## config.mk

```make
export PLATFORM = sky130hd
export DESIGN_NAME = multicycle_control_flat
export DESIGN_NICKNAME = d
export VERILOG_FILES = /design/src/rtl/multicycle_control_pkg.sv /design/src/rtl/multicycle_control_if.sv /design/src/rtl/mc_output_decode.sv /design/src/rtl/multicycle_control.sv /design/src/flat_wrapper.sv
export SDC_FILE = /design/constraint.sdc
export NUM_CORES = 1
export LEC_CHECK = 0
export CORE_MARGIN = 3
export CORE_UTILIZATION = 30
export CTS_BUF_LIST = sky130_fd_sc_hd__clkbuf_4
export DETAILED_ROUTE_END_ITERATION = 8
export SYNTH_ARGS = -nofsm -noshare
export SYNTH_HDL_FRONTEND = slang
export SYNTH_SLANG_ARGS = --single-unit
```

## constraint.sdc

```tcl
create_clock -name clk -period 1.7 [get_ports clk]
set_clock_uncertainty 0.2 [all_clocks]
set_input_delay 0.51 -clock clk [delete_from_list [all_inputs] [get_ports clk]]
set_output_delay 0.51 -clock clk [all_outputs]
set_load 0.005 [all_outputs]
```

## src/rtl/multicycle_control_pkg.sv

```systemverilog
// Shared types and constants for the multicycle MIPS main control FSM.
// Optional andi support is selected by MULTICYCLE_ANDI_EN.
package multicycle_control_pkg;

    localparam int OP_W = 6;
    localparam int ST_W = 4;

    typedef enum logic [ST_W-1:0] {
        S_IDLE     = 4'd0,
        S_FETCH    = 4'd1,
        S_DECODE   = 4'd2,
        S_MEMADR   = 4'd3,
        S_MEMRD    = 4'd4,
        S_MEMWB    = 4'd5,
        S_MEMWR    = 4'd6,
        S_RTYPE_EX = 4'd7,
        S_RTYPE_WB = 4'd8,
        S_BEQ_EX   = 4'd9,
        S_ADDI_EX  = 4'd10,
        S_ADDI_WB  = 4'd11,
        S_JUMP     = 4'd12,
        S_HALT     = 4'd13,
        S_ANDI_EX  = 4'd14,
        S_ANDI_WB  = 4'd15
    } state_t;

    localparam logic [OP_W-1:0] OP_RTYPE = 6'b000000;
    localparam logic [OP_W-1:0] OP_LW    = 6'b100011;
    localparam logic [OP_W-1:0] OP_SW    = 6'b101011;
    localparam logic [OP_W-1:0] OP_BEQ   = 6'b000100;
    localparam logic [OP_W-1:0] OP_ADDI  = 6'b001000;
    localparam logic [OP_W-1:0] OP_J     = 6'b000010;
    localparam logic [OP_W-1:0] OP_ANDI  = 6'b001100;

    localparam logic [1:0] ALUOP_ADD   = 2'b00;
    localparam logic [1:0] ALUOP_SUB   = 2'b01;
    localparam logic [1:0] ALUOP_FUNCT = 2'b10;
    localparam logic [1:0] ALUOP_AND   = 2'b11;

    localparam logic [1:0] SRCB_B    = 2'b00;
    localparam logic [1:0] SRCB_4    = 2'b01;
    localparam logic [1:0] SRCB_IMM  = 2'b10;
    localparam logic [1:0] SRCB_IMM2 = 2'b11;

    localparam logic [1:0] PCSRC_ALU = 2'b00;
    localparam logic [1:0] PCSRC_OUT = 2'b01;
    localparam logic [1:0] PCSRC_JMP = 2'b10;

    typedef struct packed {
        logic       pc_write;
        logic       pc_write_cond;
        logic       i_or_d;
        logic       mem_read;
        logic       mem_write;
        logic       ir_write;
        logic       mem_to_reg;
        logic       reg_dst;
        logic       reg_write;
        logic       alu_src_a;
        logic [1:0] alu_src_b;
        logic [1:0] pc_source;
        logic [1:0] alu_op;
        logic       halted;
    } ctrl_t;

    function automatic logic is_mem_op(input logic [OP_W-1:0] op);
        return (op == OP_LW) || (op == OP_SW);
    endfunction

endpackage

```

## src/rtl/multicycle_control_if.sv

```systemverilog
// Control bundle between the main FSM (master) and the multicycle datapath.
// The andi extension (MULTICYCLE_ANDI_EN) does not change this bundle.
interface multicycle_control_if;
    import multicycle_control_pkg::*;

    logic [OP_W-1:0] opcode;
    logic            mem_ready;
    logic            pc_write;
    logic            pc_write_cond;
    logic            i_or_d;
    logic            mem_read;
    logic            mem_write;
    logic            ir_write;
    logic            mem_to_reg;
    logic            reg_dst;
    logic            reg_write;
    logic            alu_src_a;
    logic [1:0]      alu_src_b;
    logic [1:0]      pc_source;
    logic [1:0]      alu_op;
    logic            halted;
    logic [ST_W-1:0] state_o;

    modport master (
        input  opcode, mem_ready,
        output pc_write, pc_write_cond, i_or_d, mem_read, mem_write,
        output ir_write, mem_to_reg, reg_dst, reg_write, alu_src_a,
        output alu_src_b, pc_source, alu_op, halted, state_o
    );

    modport slave (
        output opcode, mem_ready,
        input  pc_write, pc_write_cond, i_or_d, mem_read, mem_write,
        input  ir_write, mem_to_reg, reg_dst, reg_write, alu_src_a,
        input  alu_src_b, pc_source, alu_op, halted, state_o
    );

endinterface

```

## src/rtl/mc_output_decode.sv

```systemverilog
// State-to-strobe map of the multicycle control FSM (Moore, FETCH Mealy-qualified).
// ANDI_EX/ANDI_WB decode only when MULTICYCLE_ANDI_EN is defined.
module mc_output_decode
    import multicycle_control_pkg::*;
(
    input  state_t state_i,
    input  logic   mem_ready_i,
    output ctrl_t  ctrl_o
);

    always_comb begin
        ctrl_o = '0;
        unique case (state_i)
            S_FETCH: begin
                ctrl_o.mem_read  = 1'b1;
                ctrl_o.alu_src_b = SRCB_4;
                // IR and PC only latch once the fetch actually completes
                ctrl_o.ir_write  = mem_ready_i;
                ctrl_o.pc_write  = mem_ready_i;
            end
            S_DECODE: ctrl_o.alu_src_b = SRCB_IMM2;
            S_MEMADR, S_ADDI_EX: begin
                ctrl_o.alu_src_a = 1'b1;
                ctrl_o.alu_src_b = SRCB_IMM;
            end
            S_MEMRD: begin
                ctrl_o.mem_read = 1'b1;
                ctrl_o.i_or_d   = 1'b1;
            end
            S_MEMWB: begin
                ctrl_o.reg_write  = 1'b1;
                ctrl_o.mem_to_reg = 1'b1;
            end
            S_MEMWR: begin
                ctrl_o.mem_write = 1'b1;
                ctrl_o.i_or_d    = 1'b1;
            end
            S_RTYPE_EX: begin
                ctrl_o.alu_src_a = 1'b1;
                ctrl_o.alu_op    = ALUOP_FUNCT;
            end
            S_RTYPE_WB: begin
                ctrl_o.reg_write = 1'b1;
                ctrl_o.reg_dst   = 1'b1;
            end
            S_BEQ_EX: begin
                ctrl_o.alu_src_a     = 1'b1;
                ctrl_o.alu_op        = ALUOP_SUB;
                ctrl_o.pc_write_cond = 1'b1;
                ctrl_o.pc_source     = PCSRC_OUT;
            end
            S_ADDI_WB: ctrl_o.reg_write = 1'b1;
            S_JUMP: begin
                ctrl_o.pc_write  = 1'b1;
                ctrl_o.pc_source = PCSRC_JMP;
            end
            S_HALT: ctrl_o.halted = 1'b1;
`ifdef MULTICYCLE_ANDI_EN
            S_ANDI_EX: begin
                ctrl_o.alu_src_a = 1'b1;
                ctrl_o.alu_src_b = SRCB_IMM;
                ctrl_o.alu_op    = ALUOP_AND;
            end
            S_ANDI_WB: ctrl_o.reg_write = 1'b1;
`endif
            default: ;
        endcase
    end

endmodule

```

## src/rtl/multicycle_control.sv

```systemverilog
// Main control FSM for the multicycle MIPS datapath.
// Define MULTICYCLE_ANDI_EN to execute andi instead of trapping on it.
module multicycle_control
    import multicycle_control_pkg::*;
(
    input logic                 clk,
    input logic                 rst_n,
    multicycle_control_if.master bus
);

    state_t state_q;
    state_t state_d;
    ctrl_t  ctrl;

    always_ff @(posedge clk or negedge rst_n) begin
        if (!rst_n) state_q <= S_IDLE;
        else        state_q <= state_d;
    end

    always_comb begin
        state_d = state_q;
        unique case (state_q)
            S_IDLE:  state_d = S_FETCH;
            S_FETCH: if (bus.mem_ready) state_d = S_DECODE;
            S_DECODE: begin
                unique case (1'b1)
                    bus.opcode == OP_RTYPE:  state_d = S_RTYPE_EX;
                    is_mem_op(bus.opcode):   state_d = S_MEMADR;
                    bus.opcode == OP_BEQ:    state_d = S_BEQ_EX;
                    bus.opcode == OP_ADDI:   state_d = S_ADDI_EX;
                    bus.opcode == OP_J:      state_d = S_JUMP;
`ifdef MULTICYCLE_ANDI_EN
                    bus.opcode == OP_ANDI:   state_d = S_ANDI_EX;
`endif
                    default:                 state_d = S_HALT;
                endcase
            end
            S_MEMADR:
                state_d = (bus.opcode == OP_SW) ? S_MEMWR : S_MEMRD;
            S_MEMRD:    if (bus.mem_ready) state_d = S_MEMWB;
            S_MEMWB:    state_d = S_FETCH;
            S_MEMWR:    if (bus.mem_ready) state_d = S_FETCH;
            S_RTYPE_EX: state_d = S_RTYPE_WB;
            S_RTYPE_WB: state_d = S_FETCH;
            S_BEQ_EX:   state_d = S_FETCH;
            S_ADDI_EX:  state_d = S_ADDI_WB;
            S_ADDI_WB:  state_d = S_FETCH;
            S_JUMP:     state_d = S_FETCH;
            S_HALT:     state_d = S_HALT;
`ifdef MULTICYCLE_ANDI_EN
            S_ANDI_EX:  state_d = S_ANDI_WB;
            S_ANDI_WB:  state_d = S_FETCH;
`endif
            default:    state_d = S_IDLE;
        endcase
    end

    mc_output_decode u_dec (
        .state_i     (state_q),
        .mem_ready_i (bus.mem_ready),
        .ctrl_o      (ctrl)
    );

    assign bus.pc_write      = ctrl.pc_write;
    assign bus.pc_write_cond = ctrl.pc_write_cond;
    assign bus.i_or_d        = ctrl.i_or_d;
    assign bus.mem_read      = ctrl.mem_read;
    assign bus.mem_write     = ctrl.mem_write;
    assign bus.ir_write      = ctrl.ir_write;
    assign bus.mem_to_reg    = ctrl.mem_to_reg;
    assign bus.reg_dst       = ctrl.reg_dst;
    assign bus.reg_write     = ctrl.reg_write;
    assign bus.alu_src_a     = ctrl.alu_src_a;
    assign bus.alu_src_b     = ctrl.alu_src_b;
    assign bus.pc_source     = ctrl.pc_source;
    assign bus.alu_op        = ctrl.alu_op;
    assign bus.halted        = ctrl.halted;
    assign bus.state_o       = state_q;

endmodule

```

## src/flat_wrapper.sv

```systemverilog
// flat-port wrapper written by rule: the top's interface ports become plain ports
module multicycle_control_flat import multicycle_control_pkg::*;
  (clk, rst_n, bus_opcode, bus_mem_ready, bus_pc_write, bus_pc_write_cond, bus_i_or_d, bus_mem_read, bus_mem_write, bus_ir_write, bus_mem_to_reg, bus_reg_dst, bus_reg_write, bus_alu_src_a, bus_alu_src_b, bus_pc_source, bus_alu_op, bus_halted, bus_state_o);
  multicycle_control_if bus_i ();
  input logic clk;
  input logic rst_n;
  input wire logic [$bits(bus_i.opcode)-1:0] bus_opcode;
  input wire logic [$bits(bus_i.mem_ready)-1:0] bus_mem_ready;
  output wire logic [$bits(bus_i.pc_write)-1:0] bus_pc_write;
  output wire logic [$bits(bus_i.pc_write_cond)-1:0] bus_pc_write_cond;
  output wire logic [$bits(bus_i.i_or_d)-1:0] bus_i_or_d;
  output wire logic [$bits(bus_i.mem_read)-1:0] bus_mem_read;
  output wire logic [$bits(bus_i.mem_write)-1:0] bus_mem_write;
  output wire logic [$bits(bus_i.ir_write)-1:0] bus_ir_write;
  output wire logic [$bits(bus_i.mem_to_reg)-1:0] bus_mem_to_reg;
  output wire logic [$bits(bus_i.reg_dst)-1:0] bus_reg_dst;
  output wire logic [$bits(bus_i.reg_write)-1:0] bus_reg_write;
  output wire logic [$bits(bus_i.alu_src_a)-1:0] bus_alu_src_a;
  output wire logic [$bits(bus_i.alu_src_b)-1:0] bus_alu_src_b;
  output wire logic [$bits(bus_i.pc_source)-1:0] bus_pc_source;
  output wire logic [$bits(bus_i.alu_op)-1:0] bus_alu_op;
  output wire logic [$bits(bus_i.halted)-1:0] bus_halted;
  output wire logic [$bits(bus_i.state_o)-1:0] bus_state_o;
  assign bus_i.opcode = bus_opcode;
  assign bus_i.mem_ready = bus_mem_ready;
  assign bus_pc_write = bus_i.pc_write;
  assign bus_pc_write_cond = bus_i.pc_write_cond;
  assign bus_i_or_d = bus_i.i_or_d;
  assign bus_mem_read = bus_i.mem_read;
  assign bus_mem_write = bus_i.mem_write;
  assign bus_ir_write = bus_i.ir_write;
  assign bus_mem_to_reg = bus_i.mem_to_reg;
  assign bus_reg_dst = bus_i.reg_dst;
  assign bus_reg_write = bus_i.reg_write;
  assign bus_alu_src_a = bus_i.alu_src_a;
  assign bus_alu_src_b = bus_i.alu_src_b;
  assign bus_pc_source = bus_i.pc_source;
  assign bus_alu_op = bus_i.alu_op;
  assign bus_halted = bus_i.halted;
  assign bus_state_o = bus_i.state_o;
  multicycle_control u_core (.clk(clk), .rst_n(rst_n), .bus(bus_i));
endmodule
```

==> results.cfg, run 1 <==
[yosys]
netlist.area_leader.share_pct = 18.2
yosys-top-cells-area = dfrtp_1, buf_6, nand2b_1
syn_area_um2 = 551
ys_ff_latch = 4
ys_types = 35
avgSynthCellArea_um2 = 7.44
ys.flop_type = dfrtp_1
async_flop_share_pct = 100
synthCells = 74
yosysWarnings = 0
ys_seq_area_share_pct = 18.2
syn_nets = 83
synth_edf_count = 0
yosys.area.top_type = dfrtp_1

[sta]
slew_violations = 0
fin_ws_ns = -0.379
setup-tns-final_ns = -5.53
relSlewSlack_pct = 75.3
finalHoldViolations = 0
setup_viol = 20
min_period_ns = 2.08
whs_ns = 0.242
fmaxAchievable_ghz = 0.481
tightest_slew_ns = 0.361
rsz0062_at_grt = yes
fin_crit_sh_pct = 122

[hold_path]
hold_class = in2async

[run_status]
status = finished, violations left
violations = setup timing

[critical_path]
r2r-end = u_core.bus.state_o[0]$_DFFE_PN0P_
cp_data_required_time_ns = 0.99
crit_start = u_core.bus.state_o[3]$_DFFE_PN0P_
cp-start-kind = flip-flop
cp-end-kind = output port
path_max_fanout = 4
critPathArrivalTime_ns = 1.37
rr_startpoint = u_core.bus.state_o[2]$_DFFE_PN0P_
r2r_setup_slack_ns = -0.07
reg2regPathDepth = 7
endpoint = bus_mem_read
path_class = reg2out

[route]
drc = 0
drtIter0Drc = 31
via_count = 888
avgViaCountPerCell = 5.19
drt_first_pass_iters = 4
finalWirelength_um = 2680
wl_per_cell_um = 15.7
ant_nets = 0

[global_routing]
grt_pass1_wl_um = 4560
grt_pass1_vias = 920
antenna_found_initial = 0
grt_overflow_total = 0
grt_max_degree = 9
gr-usage-all-layers_pct = 24.5

[finish]
final_cell_mix = buf_4, buf_6, buf_2
final_nets = 158
largest_register_ffs = 4
multi_input_area_um2 = 512
layout-drive-gt1-share_pct = 70.7
seq_area_um2 = 103
antenna_cells = 0
area_growth_syn_to_layout_pct = 140
layout_commonest_cell = buf_4
final_area_um2 = 1320
fill_cells = 100

[cts]
root_buffer = clkbuf_4
clock_sinks = 4
clk_latency_ns = 0.27
cts.clk_slew.worst_paths_ns = 0.05
htreeDepth = 1
cts_inserted_buffers = 3
tritoncts = built
cts_buffer_depth = 2

[floorplanning]
die_w_um = 48.8
initial_core_util_pct = 34.2
ios = 30
core.rowCount = 14
core_um2 = 1610
dieArea_um2 = 2380
die_height_um = 48.8

[pwr]
p_per_area_nw_per_um2 = 1680
pwr-share-comb_pct = 84.8
p_switching_mw = 0.922
pwr-share-seq_pct = 8.9
power.leakage_nw = 0.644
ir_drop_uv = 1150
p_int_mw = 1.29
clkPwrFrac_pct = 6.3
sw_frac_of_total_pct = 41.6

[placement]
place_area_um2 = 1050
post-place-ws_ns = -0.934
portBuffers = 29
post-dp-hpwl_um = 1520
gp_congestion = 0.747

[job]
maxCapViolCount = 0
## kinds of logic (layout without fill, tap and decap cells)
| kind of cell | Yosys count | count (layout) | share of synthesized area, % |
|---|---|---|---|
| compound gates | 19 | 19 | 23.6 |
| xor+xnor | 4 | 4 | 6.36 |
| buf+inv | 11 | 84 | 15.0 |
| flops | 4 | 4 | 18.2 |
| mux | 2 | 2 | 3.64 |
| simple gates | 34 | 34 | 33.2 |
## worst min path at each step
stage	start	end	slack, ns	cells after the start
after global placement	u_core.bus.state_o[0]$_DFFE_PN0P_	u_core.bus.state_o[3]$_DFFE_PN0P_	0.45	2
final	rst_n	u_core.bus.state_o[1]$_DFFE_PN0P_	0.24	1
after CTS	rst_n	u_core.bus.state_o[0]$_DFFE_PN0P_	0.25	1
after global routing	rst_n	u_core.bus.state_o[1]$_DFFE_PN0P_	0.25	1
after detailed placement	u_core.bus.state_o[0]$_DFFE_PN0P_	u_core.bus.state_o[3]$_DFFE_PN0P_	0.45	2
after floorplan	rst_n	u_core.bus.state_o[0]$_DFFE_PN0P_	0.01	0
## power groups by stage
stage	Sequential (mW)	Combinational (mW)	Clock (mW)
2_1_floorplan	0.180	0.576	0
3_3_place_gp	0.173	1.29	0
3_5_place_dp	0.173	1.29	0
4_1_cts	0.181	1.66	0.135
5_1_grt	0.199	2.01	0.151
6_report	0.196	1.88	0.140
## cell type report
type,count,area share [%]
Inverter,3,0.852
Timing Repair Buffer,78,48.7
Clock buffer,3,1.70
Tap cell,24,2.27
Sequential cell,4,7.77
Multi-Input combinational cell,59,38.7
## worst max-delay path: stages (launching register included)
cell     delay (ns)
dfrtp_2        0.44
buf_6          0.14
buf_6          0.12
buf_6          0.12
nor3_2         0.16
buf_2          0.14
## timing repair
action | CTS | global route
resized for setup | 140 | 27
pin swaps | 13 | 9
endpoints found under the hold margin | 0 | 0
endpoints found under the setup margin | 25 | 24
cloned | 0 | 0
hold buffers | 0 | 0
setup buffers | 15 | 7
## per-layer routing
metal / global-route usage [%] / wire [um] / up-vias
met3: 4.89 / 141 / 4
met1: 27.3 / 1070 / 431
met5: 0 / 0 / -
met2: 46.2 / 1440 / 35
li1: - / - / 418
met4: 7.58 / 34 / 0
## cells in the mapped netlist (all sizes together) (2+ instances only)
| master | count |
|---|---|
| o21ai | 4 |
| inv | 3 |
| dfrtp | 4 |
| a21o | 2 |
| nand2 | 5 |
| nor2 | 7 |
| o22ai | 2 |
| nand2b | 5 |
| buf | 7 |
| nor3 | 4 |
| mux2i | 2 |
| o31ai | 2 |
| nand3 | 2 |
| xnor2 | 3 |
| a31oi | 2 |
| or3 | 3 |
## metrics by stage
stage | std cells | util [%] | power [mW]
6_report | 171 | 82.0 | 2.21
5_1_grt | 171 | 82.0 | 2.36
4_1_cts | 167 | 78.0 | 1.97
3_5_place_dp | 151 | 64.9 | 1.47
3_3_place_gp | 151 | 64.9 | 1.46
2_1_floorplan | 74 | - | 0.756
Power figures use the tool's default switching activity.
==> run 2, diff against run 1 <==
--- a/config.mk
+++ b/config.mk
@@ -5,6 +5,7 @@
 export SDC_FILE = /design/constraint.sdc
 export NUM_CORES = 1
 export LEC_CHECK = 0
+export ABC_CLOCK_PERIOD_IN_PS = 1700
 export CORE_MARGIN = 3
 export CORE_UTILIZATION = 30
 export CTS_BUF_LIST = sky130_fd_sc_hd__clkbuf_4
==> results of run 2 <==
No change in the layout: final DEF, timing and power equal those of run 1.
==> run 3, diff against run 2 <==
--- a/config.mk
+++ b/config.mk
@@ -10,6 +10,7 @@
 export CORE_UTILIZATION = 30
 export CTS_BUF_LIST = sky130_fd_sc_hd__clkbuf_4
 export DETAILED_ROUTE_END_ITERATION = 8
+export HOLD_SLACK_MARGIN = 0.03
 export SYNTH_ARGS = -nofsm -noshare
 export SYNTH_HDL_FRONTEND = slang
 export SYNTH_SLANG_ARGS = --single-unit
==> results of run 3 <==
No change in the layout: final DEF, timing and power equal those of run 1.
